### config.mk
export PLATFORM = sky130hd
export DESIGN_NAME = spm_rr_scheduler_flat
export DESIGN_NICKNAME = d
export VERILOG_FILES = /design/src/rtl/spm_rr_scheduler_if.sv /design/src/rtl/spm_rr_scheduler.sv /design/src/flat_wrapper.sv
export SDC_FILE = /design/constraint.sdc
export NUM_CORES = 1
export LEC_CHECK = 0
export ABC_AREA = 1
export BUFFER_PORTS_ARGS = -buffer_cell sky130_fd_sc_hd__buf_2
export CAP_MARGIN = 10
export CORE_ASPECT_RATIO = 1.4
export CORE_MARGIN = 4
export CORE_UTILIZATION = 45
export CTS_BUF_LIST = sky130_fd_sc_hd__clkbuf_8
export CTS_CLUSTER_DIAMETER = 80
export CTS_CLUSTER_SIZE = 8
export DETAILED_ROUTE_END_ITERATION = 6
export GPL_TIMING_DRIVEN = 0
export PLACE_DENSITY_LB_ADDON = 0.15
export SYNTH_ARGS = -nofsm -noshare
export SYNTH_HDL_FRONTEND = slang
export SYNTH_SLANG_ARGS = --single-unit
### constraint.sdc
create_clock -name clk -period 6.22 [get_ports clk]
set_input_delay 0.311 -clock clk [delete_from_list [all_inputs] [get_ports clk]]
set_output_delay 0.311 -clock clk [all_outputs]
set_load 0.02 [all_outputs]
### src/rtl/spm_rr_scheduler_if.sv
// Requester/consumer bundle of the shared-multiplier round-robin scheduler.
// The scheduler uses the slave modport; requester-side logic or a bench uses master.
interface spm_rr_scheduler_if #(
    parameter int NUM_REQ = 4,
    parameter int ID_W    = 2
);
    logic [NUM_REQ-1:0]   req_valid;
    logic [NUM_REQ*8-1:0] req_a;
    logic [NUM_REQ*8-1:0] req_b;
    logic [NUM_REQ-1:0]   req_ready;
    logic                 resp_valid;
    logic                 resp_ready;
    logic [ID_W-1:0]      resp_id;
    logic signed [15:0]   resp_product;
    logic                 resp_err;

    modport master (
        output req_valid, req_a, req_b, resp_ready,
        input  req_ready, resp_valid, resp_id, resp_product, resp_err
    );

    modport slave (
        input  req_valid, req_a, req_b, resp_ready,
        output req_ready, resp_valid, resp_id, resp_product, resp_err
    );
endinterface

### src/rtl/spm_rr_scheduler.sv
// Round-robin scheduler sharing one serial multiplier among NUM_REQ requesters.
// Holds a single job: IDLE (grant) -> ISSUE (start pulse) -> WAIT (done/timeout) -> RESP.
module spm_rr_scheduler #(
    parameter int NUM_REQ = 4,
    parameter int ID_W    = 2,
    parameter int TIMEOUT = 16
) (
    input  logic               clk,
    input  logic               rst_n,
    spm_rr_scheduler_if.slave  bus,
    output logic               busy,
    output logic               mul_start,
    output logic signed [7:0]  mul_multiplicand,
    output logic signed [7:0]  mul_multiplier,
    input  logic signed [15:0] mul_product,
    input  logic               mul_done
);
    localparam int               CNT_W     = $clog2(TIMEOUT + 1);
    localparam logic [CNT_W-1:0] CNT_LAST  = CNT_W'(TIMEOUT - 1);
    localparam logic [ID_W:0]    NUM_REQ_W = (ID_W + 1)'(NUM_REQ);

    typedef enum logic [1:0] {S_IDLE, S_ISSUE, S_WAIT, S_RESP} state_t;

    state_t             r_state;
    state_t             w_state_nxt;
    logic [ID_W-1:0]    r_ptr;
    logic [ID_W-1:0]    r_id;
    logic [ID_W-1:0]    w_gnt_idx;
    logic               w_gnt_vld;
    logic [ID_W:0]      w_sum;
    logic [NUM_REQ-1:0] w_rot;
    logic [NUM_REQ-1:0] w_ready;
    logic signed [7:0]  r_a;
    logic signed [7:0]  r_b;
    logic signed [7:0]  w_a_sel;
    logic signed [7:0]  w_b_sel;
    logic [CNT_W-1:0]   r_cnt;
    logic signed [15:0] r_prod;
    logic               r_err;

    // Cyclic search for the first requesting lane at or after the pointer.
    always_comb begin
        w_gnt_vld = 1'b0;
        w_gnt_idx = '0;
        w_sum     = '0;
        w_rot     = '0;
        for (int k = 0; k < NUM_REQ; k++) begin
            w_sum = {1'b0, r_ptr} + (ID_W + 1)'(k);
            if (w_sum >= NUM_REQ_W) begin
                w_sum = w_sum - NUM_REQ_W;
            end
            w_rot = bus.req_valid >> w_sum;
            if (!w_gnt_vld && w_rot[0]) begin
                w_gnt_vld = 1'b1;
                w_gnt_idx = w_sum[ID_W-1:0];
            end
        end
    end

    assign w_a_sel = 8'(bus.req_a >> {w_gnt_idx, 3'b000});
    assign w_b_sel = 8'(bus.req_b >> {w_gnt_idx, 3'b000});

    always_comb begin
        w_state_nxt = r_state;
        w_ready     = '0;
        case (r_state)
            S_IDLE: begin
                if (w_gnt_vld) begin
                    w_ready     = NUM_REQ'(1) << w_gnt_idx;
                    w_state_nxt = S_ISSUE;
                end
            end
            S_ISSUE: w_state_nxt = S_WAIT;
            S_WAIT: begin
                if (mul_done || (r_cnt == CNT_LAST)) begin
                    w_state_nxt = S_RESP;
                end
            end
            S_RESP: begin
                if (bus.resp_ready) begin
                    w_state_nxt = S_IDLE;
                end
            end
            default: w_state_nxt = S_IDLE;
        endcase
    end

    always_ff @(posedge clk or negedge rst_n) begin
        if (!rst_n) begin
            r_state <= S_IDLE;
        end else begin
            r_state <= w_state_nxt;
        end
    end

    // Job registers; mul_done is only sampled in WAIT so a stale level is never seen.
    always_ff @(posedge clk or negedge rst_n) begin
        if (!rst_n) begin
            r_ptr  <= '0;
            r_id   <= '0;
            r_a    <= '0;
            r_b    <= '0;
            r_cnt  <= '0;
            r_prod <= '0;
            r_err  <= 1'b0;
        end else begin
            case (r_state)
                S_IDLE: begin
                    if (w_gnt_vld) begin
                        r_id <= w_gnt_idx;
                        r_a  <= w_a_sel;
                        r_b  <= w_b_sel;
                    end
                end
                S_ISSUE: begin
                    r_ptr <= (r_id == ID_W'(NUM_REQ - 1)) ? '0 : r_id + 1'b1;
                    r_cnt <= '0;
                end
                S_WAIT: begin
                    if (mul_done) begin
                        r_prod <= mul_product;
                        r_err  <= 1'b0;
                    end else if (r_cnt == CNT_LAST) begin
                        r_prod <= '0;
                        r_err  <= 1'b1;
                    end else begin
                        r_cnt <= r_cnt + 1'b1;
                    end
                end
                default: ;
            endcase
        end
    end

    assign bus.req_ready    = w_ready;
    assign bus.resp_valid   = (r_state == S_RESP);
    assign bus.resp_id      = r_id;
    assign bus.resp_product = r_prod;
    assign bus.resp_err     = r_err;
    assign busy             = (r_state != S_IDLE);
    assign mul_start        = (r_state == S_ISSUE);
    assign mul_multiplicand = r_a;
    assign mul_multiplier   = r_b;
endmodule

### src/flat_wrapper.sv
// flat-port wrapper written by rule: the top's interface ports become plain ports
module spm_rr_scheduler_flat 
#(
    parameter int NUM_REQ = 4,
    parameter int ID_W    = 2,
    parameter int TIMEOUT = 16
)
  (clk, rst_n, busy, mul_start, mul_multiplicand, mul_multiplier, mul_product, mul_done, bus_req_valid, bus_req_a, bus_req_b, bus_resp_ready, bus_req_ready, bus_resp_valid, bus_resp_id, bus_resp_product, bus_resp_err);
  spm_rr_scheduler_if #(.NUM_REQ(NUM_REQ), .ID_W(ID_W)) bus_i ();
  input  logic clk;
  input  logic rst_n;
  output logic busy;
  output logic mul_start;
  output logic signed [7:0] mul_multiplicand;
  output logic signed [7:0] mul_multiplier;
  input  logic signed [15:0] mul_product;
  input  logic mul_done;
  input wire logic [$bits(bus_i.req_valid)-1:0] bus_req_valid;
  input wire logic [$bits(bus_i.req_a)-1:0] bus_req_a;
  input wire logic [$bits(bus_i.req_b)-1:0] bus_req_b;
  input wire logic [$bits(bus_i.resp_ready)-1:0] bus_resp_ready;
  output wire logic [$bits(bus_i.req_ready)-1:0] bus_req_ready;
  output wire logic [$bits(bus_i.resp_valid)-1:0] bus_resp_valid;
  output wire logic [$bits(bus_i.resp_id)-1:0] bus_resp_id;
  output wire logic [$bits(bus_i.resp_product)-1:0] bus_resp_product;
  output wire logic [$bits(bus_i.resp_err)-1:0] bus_resp_err;
  assign bus_i.req_valid = bus_req_valid;
  assign bus_i.req_a = bus_req_a;
  assign bus_i.req_b = bus_req_b;
  assign bus_i.resp_ready = bus_resp_ready;
  assign bus_req_ready = bus_i.req_ready;
  assign bus_resp_valid = bus_i.resp_valid;
  assign bus_resp_id = bus_i.resp_id;
  assign bus_resp_product = bus_i.resp_product;
  assign bus_resp_err = bus_i.resp_err;
  spm_rr_scheduler #(.NUM_REQ(NUM_REQ), .ID_W(ID_W), .TIMEOUT(TIMEOUT)) u_core (.clk(clk), .rst_n(rst_n), .bus(bus_i), .busy(busy), .mul_start(mul_start), .mul_multiplicand(mul_multiplicand), .mul_multiplier(mul_multiplier), .mul_product(mul_product), .mul_done(mul_done));
endmodule
## Yosys cells after proc, flatten, opt, wreduce, memory -nomap -nowiden

Cells that the tools add are included.

- Register bits: 44
- Input bits: 88
- Logic and storage cells: 79

- Add/subtract/negate cells: 9
- Magnitude comparators: 4
- Eq/ne operators: 10
- Shifts and indexed selects: 7
- Mux-type cells: 26
- Reductions and logical operators: 15

Operators by type and width:

| operator | count |
|---|---|
| >> shifter 32 x 5 -> 8 bit | 2 |
| 2-to-1 mux 16 bit | 2 |
| 2-to-1 mux 2 bit | 8 |
| >> shifter 4 x 3 -> 1 bit | 4 |
| 2-to-1 mux 3 bit | 4 |
| 2-to-1 mux 5 bit | 2 |
| case mux 5 bit (2 select lines) | 1 |
| >= comparator 3 bit (second input constant) | 3 |
| subtractor 3 bit (second input constant) | 3 |
| 2-to-1 mux 4 bit | 2 |
| case mux 2 bit (4 select lines) | 1 |
| adder 2 x 2 -> 3 bit (second input constant) | 2 |
| == test 2 bit (second input constant) | 3 |
| 2-to-1 mux 1 bit | 6 |
| inequality test 2 bit (second input constant) | 3 |
| AND reduction 3 bit | 2 |
| nonzero test 2 bit | 3 |
| adder 5 x 1 -> 5 bit (second input constant) | 1 |
| == test 5 x 4 -> 1 bit (second input constant) | 1 |
| inequality test 2 x 1 -> 1 bit (second input constant) | 2 |
| AND reduction 2 bit | 2 |
| left shift 1 x 2 -> 4 bit (first input constant) | 1 |
| adder 2 x 1 -> 3 bit (second input constant) | 1 |
| >= comparator 2 x 3 -> 1 bit (second input constant) | 1 |
| 7 further kinds | 11 |

## Depth between registers and ports, before layout

- Depth after elaboration: 16
- Depth in mapped cells: 15

## Worst setup path after synthesis

No wires, ideal clock.

- Path type: register to output
- Start: register u_core.r_ptr[0]
- End: output bus_req_ready[3]
- Data arrival time: 2113 ps
- Required time: 5909 ps
- Path slack: 3796 ps
- Cell stages (with the launch flop): 13
- Path buffers: 2
- Path through: dfrtp_1 -> buf_6 -> inv_8 -> ha_1 -> inv_1 -> nand3_2 -> nand2_2 -> nor2_4 -> nand4_4 -> a21oi_4 -> buf_6 -> inv_2 -> nor2_1

- Longest elaborated chain between the ends: 16
- Elaborated cells on any way between the ends: 36
- Those cells by class: 7 x add/sub; 4 x order compare; 5 x shift; 14 x mux; 6 x reduce/logical

RTL lines:

| item | RTL line | text |
|---|---|---|
| from (decl) | spm_rr_scheduler.sv:26 | `logic [ID_W-1:0] r_ptr;` |
| from (signal assigned) | spm_rr_scheduler.sv:116 | `r_ptr <= (r_id == ID_W'(NUM_REQ - 1)) ? '0 : r_id + 1'b1;` |
| parallel branches: the longest is 14 deep, another holds adder 2 x 1 -> 3 bit | -- |  |
| 2-to-1 mux 4 bit * | spm_rr_scheduler.sv:68 | `if (w_gnt_vld) begin` |
| 2-to-1 mux 4 bit * | spm_rr_scheduler.sv:66 | `case (r_state)` |
| to (decl) | flat_wrapper.sv:22 | `output wire logic [$bits(bus_i.req_ready)-1:0] bus_req_ready;` |

Mark *: on every way between the ends.

## Worst setup path after layout

Same ends and word-level chain as after synthesis.

==> flow_summary.ini <==
[critical_path]
r2r_end = u_core.mul_multiplicand[4]
crit_start = u_core.r_ptr[0]
worstSetupStartpointType = register
endpoint = bus_req_ready[3]
end_kind = output port
critPathMostFrequentCell = buf_6
path_max_fanout = 10
cp_slowest_stage_delay_ns = 0.38
crit_type = register to output port
rr_worst_depth = 13
worst_ep_required_time_ns = 5.91
reg2reg_from = u_core.r_ptr[0]
path_cells = buf_6, inv_8, ha_1, inv_1, nand3_1, nand2_2, nand3b_1, nand2_4, a21oi_4, buf_6, inv_2, nor2_1, buf_2
slowest_stage = ha_1
regToRegSetupSlack_ns = 3.91
crit_arrival_ns = 2.69

[global_routing]
grt_max_degree = 45
grt_first_pass_wirelength_um = 11590
antenna_found_initial = 0
grt.overflow.total = 0
track_usage = 0.1969
grt_pass1_vias = 2671

[yosys]
synth_area_leaders = dfrtp_1 40%, nand2_1 19%, nand3_1 11%
avgSynthCellArea_um2 = 7.742
synth_mux_area_frac = 0
synthDistinctLibCells = 31
synth_seq_area_share = 0.4040
synth_top_family_by_area = simple AND/OR/NAND/NOR gates
synth_adder_area_share = 0.03673
synth_xor_area_frac = 0
synth_compound_gate_area_share = 0.09504
yosys.area_share.simple = 0.3815
netlist_area_um2 = 2725
yosysMostFrequentCell = nand2_1
ys.flop_type = dfrtp_1
async_reset_ff_frac = 1.000
synth_commonest_cells = 137 x nand2_1, 59 x nand3_1, 44 x dfrtp_1
syn_nets = 448
synthCells = 352
netlist.top_cell.by_area = dfrtp_1
yosysTopAreaCellShare = 0.4040
synth_edf_count = 0
ys_ff_latch = 44
ys_warn_count = 0

[placement]
dpl.hpwl_um = 5854
numPlacedInstances = 551
port_buffers = 129
place_congestion = 0.8330

[finish]
layout.nets = 584
area_growth_pct = 30.17
diodes = 0
fin_util = 0.6050
regArea_um2 = 1101
instances_no_fill = 559
drive_gt1_frac = 0.3558
fillerInstances = 584
multi_input_area_um2 = 1399

[power]
ir_drop_mv = 0.2859
clockPowerShare = 0.081
switching_power_mw = 1.145
cellLeakagePower_nw = 2.054
combPwrFrac = 0.693
swShare = 0.5195
p_per_area_nw_per_um2 = 621.6
internal_power_mw = 1.059
seq_power_share = 0.226

[routing]
viasPerCell = 5.084
drt_iter0_drc = 105
wirelength_um = 7403
vias = 2842
ant_nets = 0
first_pass_iters = 4
post_drt_wl_per_cell_um = 13.24
drcViolationCount = 0

[sta]
finalCriticalPeriod_ns = 3.004
finalHoldViolCount = 0
finalCritPeriodShare = 0.4830
fmax_ghz = 0.3329
rsz0062_at_grt = false
setup_violations = 0
slew_headroom = 0.3421
worst_slew_pin_slew_ns = 0.9868
drv_slew = 0
tns_ns = 0
skew_ns = 0.002958

[hold_path]
holdCritPathClass = input port to async pin

[cts]
cts_htree_levels = 2
cts_resized = 0
clk_pin_slew_ns = 0.08
clock_latency_ns = 0.29
cts_setup_buffers = 0
numCtsBuffers = 5
root_buffer = clkbuf_8
cts_hold_buf = 0
clock_tree.buffer_depth = 2
cts.sink_count = 44
cts_tree = done

[floorplanning]
rows = 33
io-pin-count = 130
die-height_um = 100.1
fp.coreArea_um2 = 5863
dieWidth_um = 73.77
die_area_um2 = 7383
initial_utilization = 0.4648

[outcome]
status = complete, no violations

[run]
max_cap_violations = 0
==> placed cells by master, fill, tap and decap left out, types with 2 or more instances in the layout <==
cell        n
a21oi_1     4
a22o_1     17
buf_2     135
buf_6       8
clkbuf_1    2
clkbuf_8    5
dfrtp_1    44
ha_1        8
inv_1      21
inv_2       3
nand2_1   137
nand2_2     8
nand2_4     3
nand3_1    59
nand3_2     2
nor2_1      7
o21ai_0     9
==> worst max-delay path: cells and delay by family, from the launching register on <==
family / cells / cell delay, ns
compound gates: 1 / 0.26
buf+inv: 6 / 0.74
simple gates: 5 / 0.65
flops: 1 / 0.34
fa+ha+maj: 1 / 0.38
==> worst min-delay path by stage <==
stage,start,to,slack (ns),cells after the start
floorplan,rst_n,u_core.bus.resp_err,0.02,0
global placement,u_core.bus.resp_err,u_core.bus.resp_err,0.46,2
detailed placement,u_core.bus.resp_product[5],u_core.bus.resp_product[5],0.48,1
CTS,rst_n,u_core.mul_multiplicand[0],0.20,1
global route,mul_product[8],u_core.bus.resp_product[8],0.23,2
finish,rst_n,u_core.mul_multiplicand[0],0.17,1
==> flip-flops by register name (all words and copies together), names as in the netlist <==
register                 cells
u_core.r_cnt                 5
u_core.bus.resp_id           2
u_core.mul_multiplier        8
u_core.bus.resp_err          1
u_core.r_ptr                 2
u_core.bus.resp_product     16
u_core.r_state               2
u_core.mul_multiplicand      8
==> power by group through the flow <==
stage	sequential, mW	combinational, mW	clock [mW]
after floorplan	0.626	1.02	0
after global placement	0.501	1.51	0
after detailed placement	0.500	1.54	0
after CTS	0.500	1.54	0.185
after global routing	0.518	1.69	0.195
final	0.498	1.53	0.179
==> area by class of cell <==
type / count / share of cell area
well taps: 70 / 0.02469
plain buffers: 16 / 0.03598
multi-input cells: 268 / 0.3944
repair buffers: 129 / 0.1820
clock buffers: 5 / 0.01940
flip-flops and latches: 44 / 0.3104
clock inverters: 3 / 0.005644
inverters: 24 / 0.02751
==> per-layer routing <==
metal | vias up | GRT usage | wire length (um) | part of all wire
li1 | 1438 | - | - | -
met5 | - | 0 | 0 | 0
met2 | 102 | 0.3388 | 3622 | 0.49
met4 | 0 | 0.06974 | 170 | 0.023
met3 | 12 | 0.05110 | 668 | 0.090
met1 | 1290 | 0.2324 | 2942 | 0.40
==> cells by family after synthesis <==
kind of cell    after synthesis
fa+ha+maj                     8
simple gates                225
buf+inv                      40
compound gates               35
flops                        44
==> per-stage QoR <==
step | power (mW) | hold slack (ns) | instance area [um2] | worst slack (ns)
finish | 2.205 | 0.1702 | 3547 | 3.216
global placement | 2.013 | 0.4633 | 3458 | 3.559
floorplan | 1.644 | 0.01541 | 2725 | 3.796
CTS | 2.228 | 0.2050 | 3547 | 3.203
detailed placement | 2.042 | 0.4769 | 3458 | 3.536
global route | 2.401 | 0.2288 | 3547 | 3.024
No activity file was read; power rests on OpenSTA's default activity.
